### config.mk
export PLATFORM = sky130hd
export DESIGN_NAME = led_pulse_display
export DESIGN_NICKNAME = d
export VERILOG_FILES = /design/src/rtl/led_pulse_display.sv
export SDC_FILE = /design/constraint.sdc
export NUM_CORES = 1
export LEC_CHECK = 0
export BUFFER_PORTS_ARGS = -buffer_cell sky130_fd_sc_hd__buf_2
export CAP_MARGIN = 5
export CORE_MARGIN = 2
export CORE_UTILIZATION = 41
export DETAILED_ROUTE_END_ITERATION = 10
export PLACE_DENSITY = 0.58
export SKIP_LAST_GASP = 1
export SLEW_MARGIN = 20
export SYNTH_ARGS = -nofsm -noshare
export SYNTH_HDL_FRONTEND = slang
export SYNTH_SLANG_ARGS = --single-unit
### constraint.sdc
create_clock -name clk -period 2.7 [get_ports clk]
set_input_delay 0.405 -clock clk [delete_from_list [all_inputs] [get_ports clk]]
set_output_delay 0.405 -clock clk [all_outputs]
set_load 0.03 [all_outputs]
### src/rtl/led_pulse_display.sv
// led_pulse_display: turns clean event pulses into visible LED flashes.
// Each rising edge on pulse_in queues one flash (ON_CYCLES lit, OFF_CYCLES
// dark). Events arriving mid-flash wait in a saturating counter, and queued
// flashes play back to back with no idle cycle between them.
module led_pulse_display #(
  parameter int unsigned ON_CYCLES  = 250,
  parameter int unsigned OFF_CYCLES = 250,
  parameter int unsigned CNT_W      = 4,
  parameter int unsigned TIMER_W    = 16
) (
  input  logic             clk,
  input  logic             rst,
  input  logic             pulse_in,
  output logic             led_out,
  output logic             busy,
  output logic [CNT_W-1:0] pending,
  output logic             overflow
);

  typedef enum logic [1:0] {ST_IDLE, ST_ON, ST_OFF} state_t;

  localparam logic [TIMER_W-1:0] ON_LOAD  = TIMER_W'(ON_CYCLES - 1);
  localparam logic [TIMER_W-1:0] OFF_LOAD = TIMER_W'(OFF_CYCLES - 1);
  localparam logic [CNT_W-1:0]   CNT_MAX  = {CNT_W{1'b1}};

  state_t             state;
  logic [TIMER_W-1:0] timer;
  logic               pulse_in_d;
  logic               evt;
  logic               start;

  // Rising-edge detect and flash-start decision (start doubles as the
  // pending decrement, so it is only true when something is queued).
  always_comb begin
    evt   = pulse_in & ~pulse_in_d;
    start = (pending != '0) &&
            ((state == ST_IDLE) || ((state == ST_OFF) && (timer == '0)));
  end

  assign busy = (state != ST_IDLE) || (pending != '0);

  // Delay register for edge detect; a level already high out of reset
  // counts as one event because this clears to 0.
  always_ff @(posedge clk or posedge rst) begin
    if (rst) pulse_in_d <= 1'b0;
    else     pulse_in_d <= pulse_in;
  end

  // Pending queue: a simultaneous event and start cancel out; an event
  // arriving at saturation is dropped and latched into the sticky flag.
  always_ff @(posedge clk or posedge rst) begin
    if (rst) begin
      pending  <= '0;
      overflow <= 1'b0;
    end else begin
      unique case ({evt, start})
        2'b10: begin
          if (pending != CNT_MAX) pending  <= pending + 1'b1;
          else                    overflow <= 1'b1;
        end
        2'b01:   pending <= pending - 1'b1;
        default: pending <= pending;
      endcase
    end
  end

  // Flash sequencer; led_out is registered as (next state == ON).
  always_ff @(posedge clk or posedge rst) begin
    if (rst) begin
      state   <= ST_IDLE;
      timer   <= '0;
      led_out <= 1'b0;
    end else begin
      unique case (state)
        ST_IDLE: begin
          if (start) begin
            state   <= ST_ON;
            timer   <= ON_LOAD;
            led_out <= 1'b1;
          end
        end
        ST_ON: begin
          if (timer == '0) begin
            state   <= ST_OFF;
            timer   <= OFF_LOAD;
            led_out <= 1'b0;
          end else begin
            timer <= timer - 1'b1;
          end
        end
        ST_OFF: begin
          if (timer == '0) begin
            if (start) begin
              state   <= ST_ON;
              timer   <= ON_LOAD;
              led_out <= 1'b1;
            end else begin
              state <= ST_IDLE;
            end
          end else begin
            timer <= timer - 1'b1;
          end
        end
        default: begin
          state   <= ST_IDLE;
          timer   <= '0;
          led_out <= 1'b0;
        end
      endcase
    end
  end

endmodule
[After elaboration in Yosys (flattened, before gate mapping)]
Index checks and enable logic that the tools add are counted.
Storage, ports and cells
  bits in registers: 25
  logic and storage cells: 49
Operators by class
  $add $sub $neg: 3
  equal/unequal tests: 9
  mux-type cells: 15
  bitwise gates (word level): 3
  reductions and logical operators: 13
Operators by type and width (count)
  16-bit 2-to-1 mux: 3
  16-bit one-hot mux with 3 select lines: 1
  16-bit logical NOT: 1
  16-bit by 1-bit subtractor with 16-bit output (second input constant): 1
  4-bit one-hot mux with 2 select lines: 1
  2-bit 2-to-1 mux: 3
  2-bit != test (second input constant): 3
  2-bit one-hot mux with 3 select lines: 1
  2-bit AND reduction: 3
  4-bit by 1-bit adder with 4-bit output (second input constant): 1
  2-bit by 1-bit equality test with 1-bit output (second input constant): 2
  2-bit equality test (second input constant): 2
  1-bit 2-to-1 mux: 4
  4-bit 2-to-1 mux: 1
  4-bit != test (second input constant): 1
  2-bit nonzero test: 2
  4-bit nonzero test: 1
  4-bit by 1-bit subtractor with 4-bit output (second input constant): 1
  1-bit one-hot mux with 3 select lines: 1
  3-bit AND reduction: 1
  1-bit logical AND: 2
  2-bit logical NOT: 1
  1-bit logical OR: 2
  2-bit by 1-bit != test with 1-bit output (second input constant): 1
  2 further kinds: 3

[Longest topological paths before layout]
  depth in word-level cells: 7
  gate-level depth with buffers: 12

[Least setup slack after synthesis]
Ideal clock, no wire load.
  kind: reg2reg
  start point: reg timer[0]
  end point: reg pending[2]
  library setup time: 0.081 ns
  data arrival time: 2.299 ns
  path slack: 0.320 ns
  cell stages (with the launch flop): 13
  buffers on the path: 0
  path through: dfrtp_1 > inv_1 > ha_1 > nor3b_1 > nand4_2 > a21boi_2 > nand2_1 > xnor2_1 > ha_1 > nor3_1 > nand2_1 > o22ai_2 > xor2_1
Between the ends
  word-level cells in the longest chain between the ends: 7
  elaborated cells on any way between the ends: 10
  classes of those cells: eq/ne: 3; mux: 1; reduce/logical: 6
RTL lines
  start, declared: line 27  | logic [TIMER_W-1:0] timer;
  start signal, assigned: line 88  | timer <= timer - 1'b1;
  start signal, assigned: line 101  | timer <= timer - 1'b1;
  16-bit logical NOT *: line 37  | ((state == ST_IDLE) || ((state == ST_OFF) && (timer == '0)));
  1-bit logical AND *: line 37
  1-bit logical OR *: line 37
  1-bit logical AND *: line 36  | start = (pending != '0) &&
  2-bit equality test / 2-bit by 1-bit equality test with 1-bit output (equally long branches): line 56  | unique case ({evt, start})
  2-bit != test (no source line) / 2-bit nonzero test (equally long branches)
  2-bit AND reduction (no source line)
  end signal, assigned: line 58  | if (pending != CNT_MAX) pending <= pending + 1'b1;
  end signal, assigned: line 61  | 2'b01: pending <= pending - 1'b1;
  end signal, assigned: line 62  | default: pending <= pending;
  end, declared: line 16  | output logic [CNT_W-1:0] pending,
Every way passes the cells marked *; elsewhere a longest branch is shown, timed or not.
A chain may end at the register's enable or synchronous reset.

[Worst setup path in the final report]
Ends and elaborated chain as after synthesis.

==> impl_metrics.env <==
export IMPL_cp_required_ns=2.90
export IMPL_clock_sinks=25
export IMPL_place_congestion=0.914
export IMPL_r2r_end="pending[2]"
export IMPL_synthMuxAreaShare_pct=1.94
export IMPL_fmax_mhz=420
export IMPL_nNetsFinal=205
export IMPL_ys_seq_area_share_pct=37.2
export IMPL_drv_cap=0
export IMPL_synth_compound_area_share_pct=23.2
export IMPL_cts_tree="done"
export IMPL_setup_slack_ns=0.321
export IMPL_top_layer_used="met4"
export IMPL_groute_usage_overall_pct=19.3
export IMPL_async_flop_share_pct=100
export IMPL_path_buf_inv=1
export IMPL_dieArea_sq_um=4630
export IMPL_core_sq_um=3970
export IMPL_clk_pin_slew_ns=0.09
export IMPL_synth_top_family_by_area="simple AND/OR/NAND/NOR gates"
export IMPL_max_stage_delay_ns=0.43
export IMPL_register_area_sq_um=626
export IMPL_critical_path_top_delay_family="simple AND/OR/NAND/NOR gates"
export IMPL_critPathLaunchType="flop"
export IMPL_period_share_pct=88.1
export IMPL_die_width_um=68.0
export IMPL_path_max_fanout=5
export IMPL_cts_setup_buffers=0
export IMPL_cts_buffers=3
export IMPL_synthesis_area_sq_um=1680
export IMPL_viasPerCell=5.98
export IMPL_finClkSkew_ns=0.00758
export IMPL_synth_edf_count=0
export IMPL_crit_path_cell_trace="inv_1 > ha_1 > nor3b_1 > nand4_2 > a21boi_2 > nand2_1 > xnor2_1 > ha_1 > nor3_1 > nand2_1 > o22ai_2 > xor2_1"
export IMPL_synth_xor_area_share_pct=3.13
export IMPL_worstSkewPairLatency_ns=0.27
export IMPL_powerDensity_nw_per_um2=469
export IMPL_std_cell_rows=23
export IMPL_syn2layout_area_growth_pct=9.53
export IMPL_multi_input_area_sq_um=976
export IMPL_rrSetupSlack_ns=0.32
export IMPL_cts_max_level=1
export IMPL_drive_above_1_share_pct=16.7
export IMPL_pre_cts_ws_ns=0.333
export IMPL_wl_met1_um=1970
export IMPL_tightestPinTransition_ns=0.958
export IMPL_outcome="complete, no violations"
export IMPL_reg2reg_depth=12
export IMPL_wl_met3_um=167
export IMPL_cts_resized_gates=0
export IMPL_wl_met2_um=1980
export IMPL_antenna_found_initial=0
export IMPL_crit_type="reg2reg"
export IMPL_timing_hold_ws_ns=0.266
export IMPL_min_delay_path_depth=1
export IMPL_ant_nets=0
export IMPL_drt_iter0_drc=80
export IMPL_grt_overflow_total=0
export IMPL_syn_avg_cell_area_sq_um=8.99
export IMPL_fp_dieH_um=68.0
export IMPL_end_kind="flop"
export IMPL_ys_warn_count=0
export IMPL_setup_viol_count_final=0
export IMPL_grt_pass1_wl_um=6710
export IMPL_peakVddDrop_mv=0.564
export IMPL_r2r_start="timer[0]"
export IMPL_period_minus_slack_ns=2.38
export IMPL_yosysUniqueCellTypes=54
export IMPL_portBuffers=9
export IMPL_crit_arrival_ns=2.58
export IMPL_ios=10
export IMPL_setup_tns_ns=0
export IMPL_hp_class="in2reg"
export IMPL_maxSlewViolCount=0
export IMPL_p_leak_nw=0.805
export IMPL_wire_per_inst_um=16.9
export IMPL_dpl_cell_area_sq_um=1800
export IMPL_synthAdderAreaFrac_pct=2.23
export IMPL_cts_max_path_buffers=2
export IMPL_synth_flop_cell="dfrtp_1"
export IMPL_via_count=1484
export IMPL_design_area_sq_um=1840
export IMPL_critPathSlowestCell="dfrtp_1"
export IMPL_initial_core_util_pct=42.3
export IMPL_holdPathEnd="pulse_in_d"
export IMPL_root_buffer="clkbuf_8"
export IMPL_drc_errors=0
export IMPL_grt_max_degree=26
export IMPL_finalHoldViolCount=0
export IMPL_routed_wl_um=4190
export IMPL_slew_headroom_pct=36.1
export IMPL_synth_seq_cells=25
export IMPL_postSynthCellCount=187
export IMPL_yosys_area_share_simple_pct=27.6
export IMPL_hpwl_um=3090
export IMPL_n_fill_cell=377
export IMPL_rsz0062_at_grt="no"
export IMPL_n_antenna_cell=0
export IMPL_grt_pass1_vias=1390
export IMPL_hp_start="pulse_in"
export IMPL_drt_pass1_iterations=4
export IMPL_syn_nets=193
export IMPL_hold_buffers=0
## stage by stage
step / util, % / power, mW / instances
3_5_place_dp: 45.2 / 0.644 / 244
4_1_cts: 46.3 / 0.871 / 248
5_1_grt: 46.3 / 0.903 / 248
3_3_place_gp: 45.2 / 0.638 / 244
2_1_floorplan: - / 0.586 / 187
6_report: 46.3 / 0.864 / 248
## registers in the layout, indices dropped and copies added (netlist names)
name	count
led_out	1
overflow	1
pending	4
pulse_in_d	1
state	2
timer	16
## how the worst max path moves through the flow
stage | depth (start not counted) | to | startpoint | slack (ns)
2_1_floorplan | 12 | pending[2] | timer[0] | 0.32
3_3_place_gp | 12 | pending[2] | timer[0] | 0.40
3_5_place_dp | 12 | pending[2] | timer[0] | 0.33
4_1_cts | 12 | pending[2] | timer[0] | 0.30
5_1_grt | 12 | pending[2] | timer[0] | 0.04
6_report | 12 | pending[2] | timer[0] | 0.32
## logic make-up (layout without fill, tap and decap cells)
group,after synthesis,in the layout
XOR/XNOR,6,6
buffers and inverters,18,29
AO/OA/AOI/OAI,55,55
AND/OR/NAND/NOR,77,77
multiplexers,3,3
flip-flops,25,25
adder cells (fa/ha/maj),3,3
## where the power goes
part	switching [mW]	internal, mW	total [mW]
Clock	0.122	0.106	0.228
Combinational	0.118	0.0638	0.182
Sequential	0.0533	0.400	0.454
Total	0.294	0.570	0.864
## cell usage after synthesis (3+ instances only)
cell	count	area share, %
ha_1	3	2.2
nor3b_1	6	2.7
nor2b_1	3	1.1
o22ai_1	5	1.9
a21oi_1	8	2.4
dfrtp_1	25	37
nand3_1	3	0.89
nor2_1	16	3.6
xor2_1	4	2.1
buf_2	3	0.89
and2_1	6	2.2
nand2_1	12	2.7
a31oi_1	3	1.1
o21ai_0	12	3.6
clkbuf_1	5	1.1
nor3_1	13	3.9
inv_1	9	2.0
## routing by layer
metal  vias to the layer above  GRT usage, %
li1                        722             -
met1                       710          27.0
met2                        44          30.2
met3                         8          4.28
met4                         0          5.00
met5                         -             0
## final cells by class
| type | instances | area share (%) |
|---|---|---|
| Clock buffer | 4 | 2.45 |
| Multi-Input combinational cell | 144 | 53.0 |
| Inverter | 9 | 1.84 |
| Timing Repair Buffer | 16 | 5.30 |
| Sequential cell | 25 | 34.0 |
| Tap cell | 50 | 3.40 |
## placed cells by master, fill, tap and decap left out, types with 2 or more instances in the layout
| cell type | instances |
|---|---|
| a31oi_1 | 3 |
| buf_4 | 7 |
| nor4_4 | 2 |
| o21ai_1 | 2 |
| nand3_1 | 3 |
| a21oi_1 | 8 |
| nor2_1 | 16 |
| o21ai_0 | 12 |
| nor3_1 | 13 |
| buf_2 | 9 |
| nor3b_1 | 6 |
| and2_1 | 6 |
| nor2b_1 | 3 |
| mux2_2 | 2 |
| xnor2_1 | 2 |
| a21o_1 | 2 |
| o21ai_2 | 2 |
| o31ai_1 | 2 |
| a32o_1 | 2 |
| or4_1 | 2 |
| clkbuf_8 | 3 |
| nand2_1 | 12 |
| nand4_1 | 2 |
| nand2b_1 | 2 |
| inv_1 | 9 |
| ha_1 | 3 |
| xor2_1 | 4 |
| o2bb2ai_1 | 2 |
| o22ai_1 | 5 |
| nor4_1 | 2 |
| a31o_2 | 2 |
| dfrtp_1 | 25 |
No activity file was read; power rests on OpenSTA's default activity.
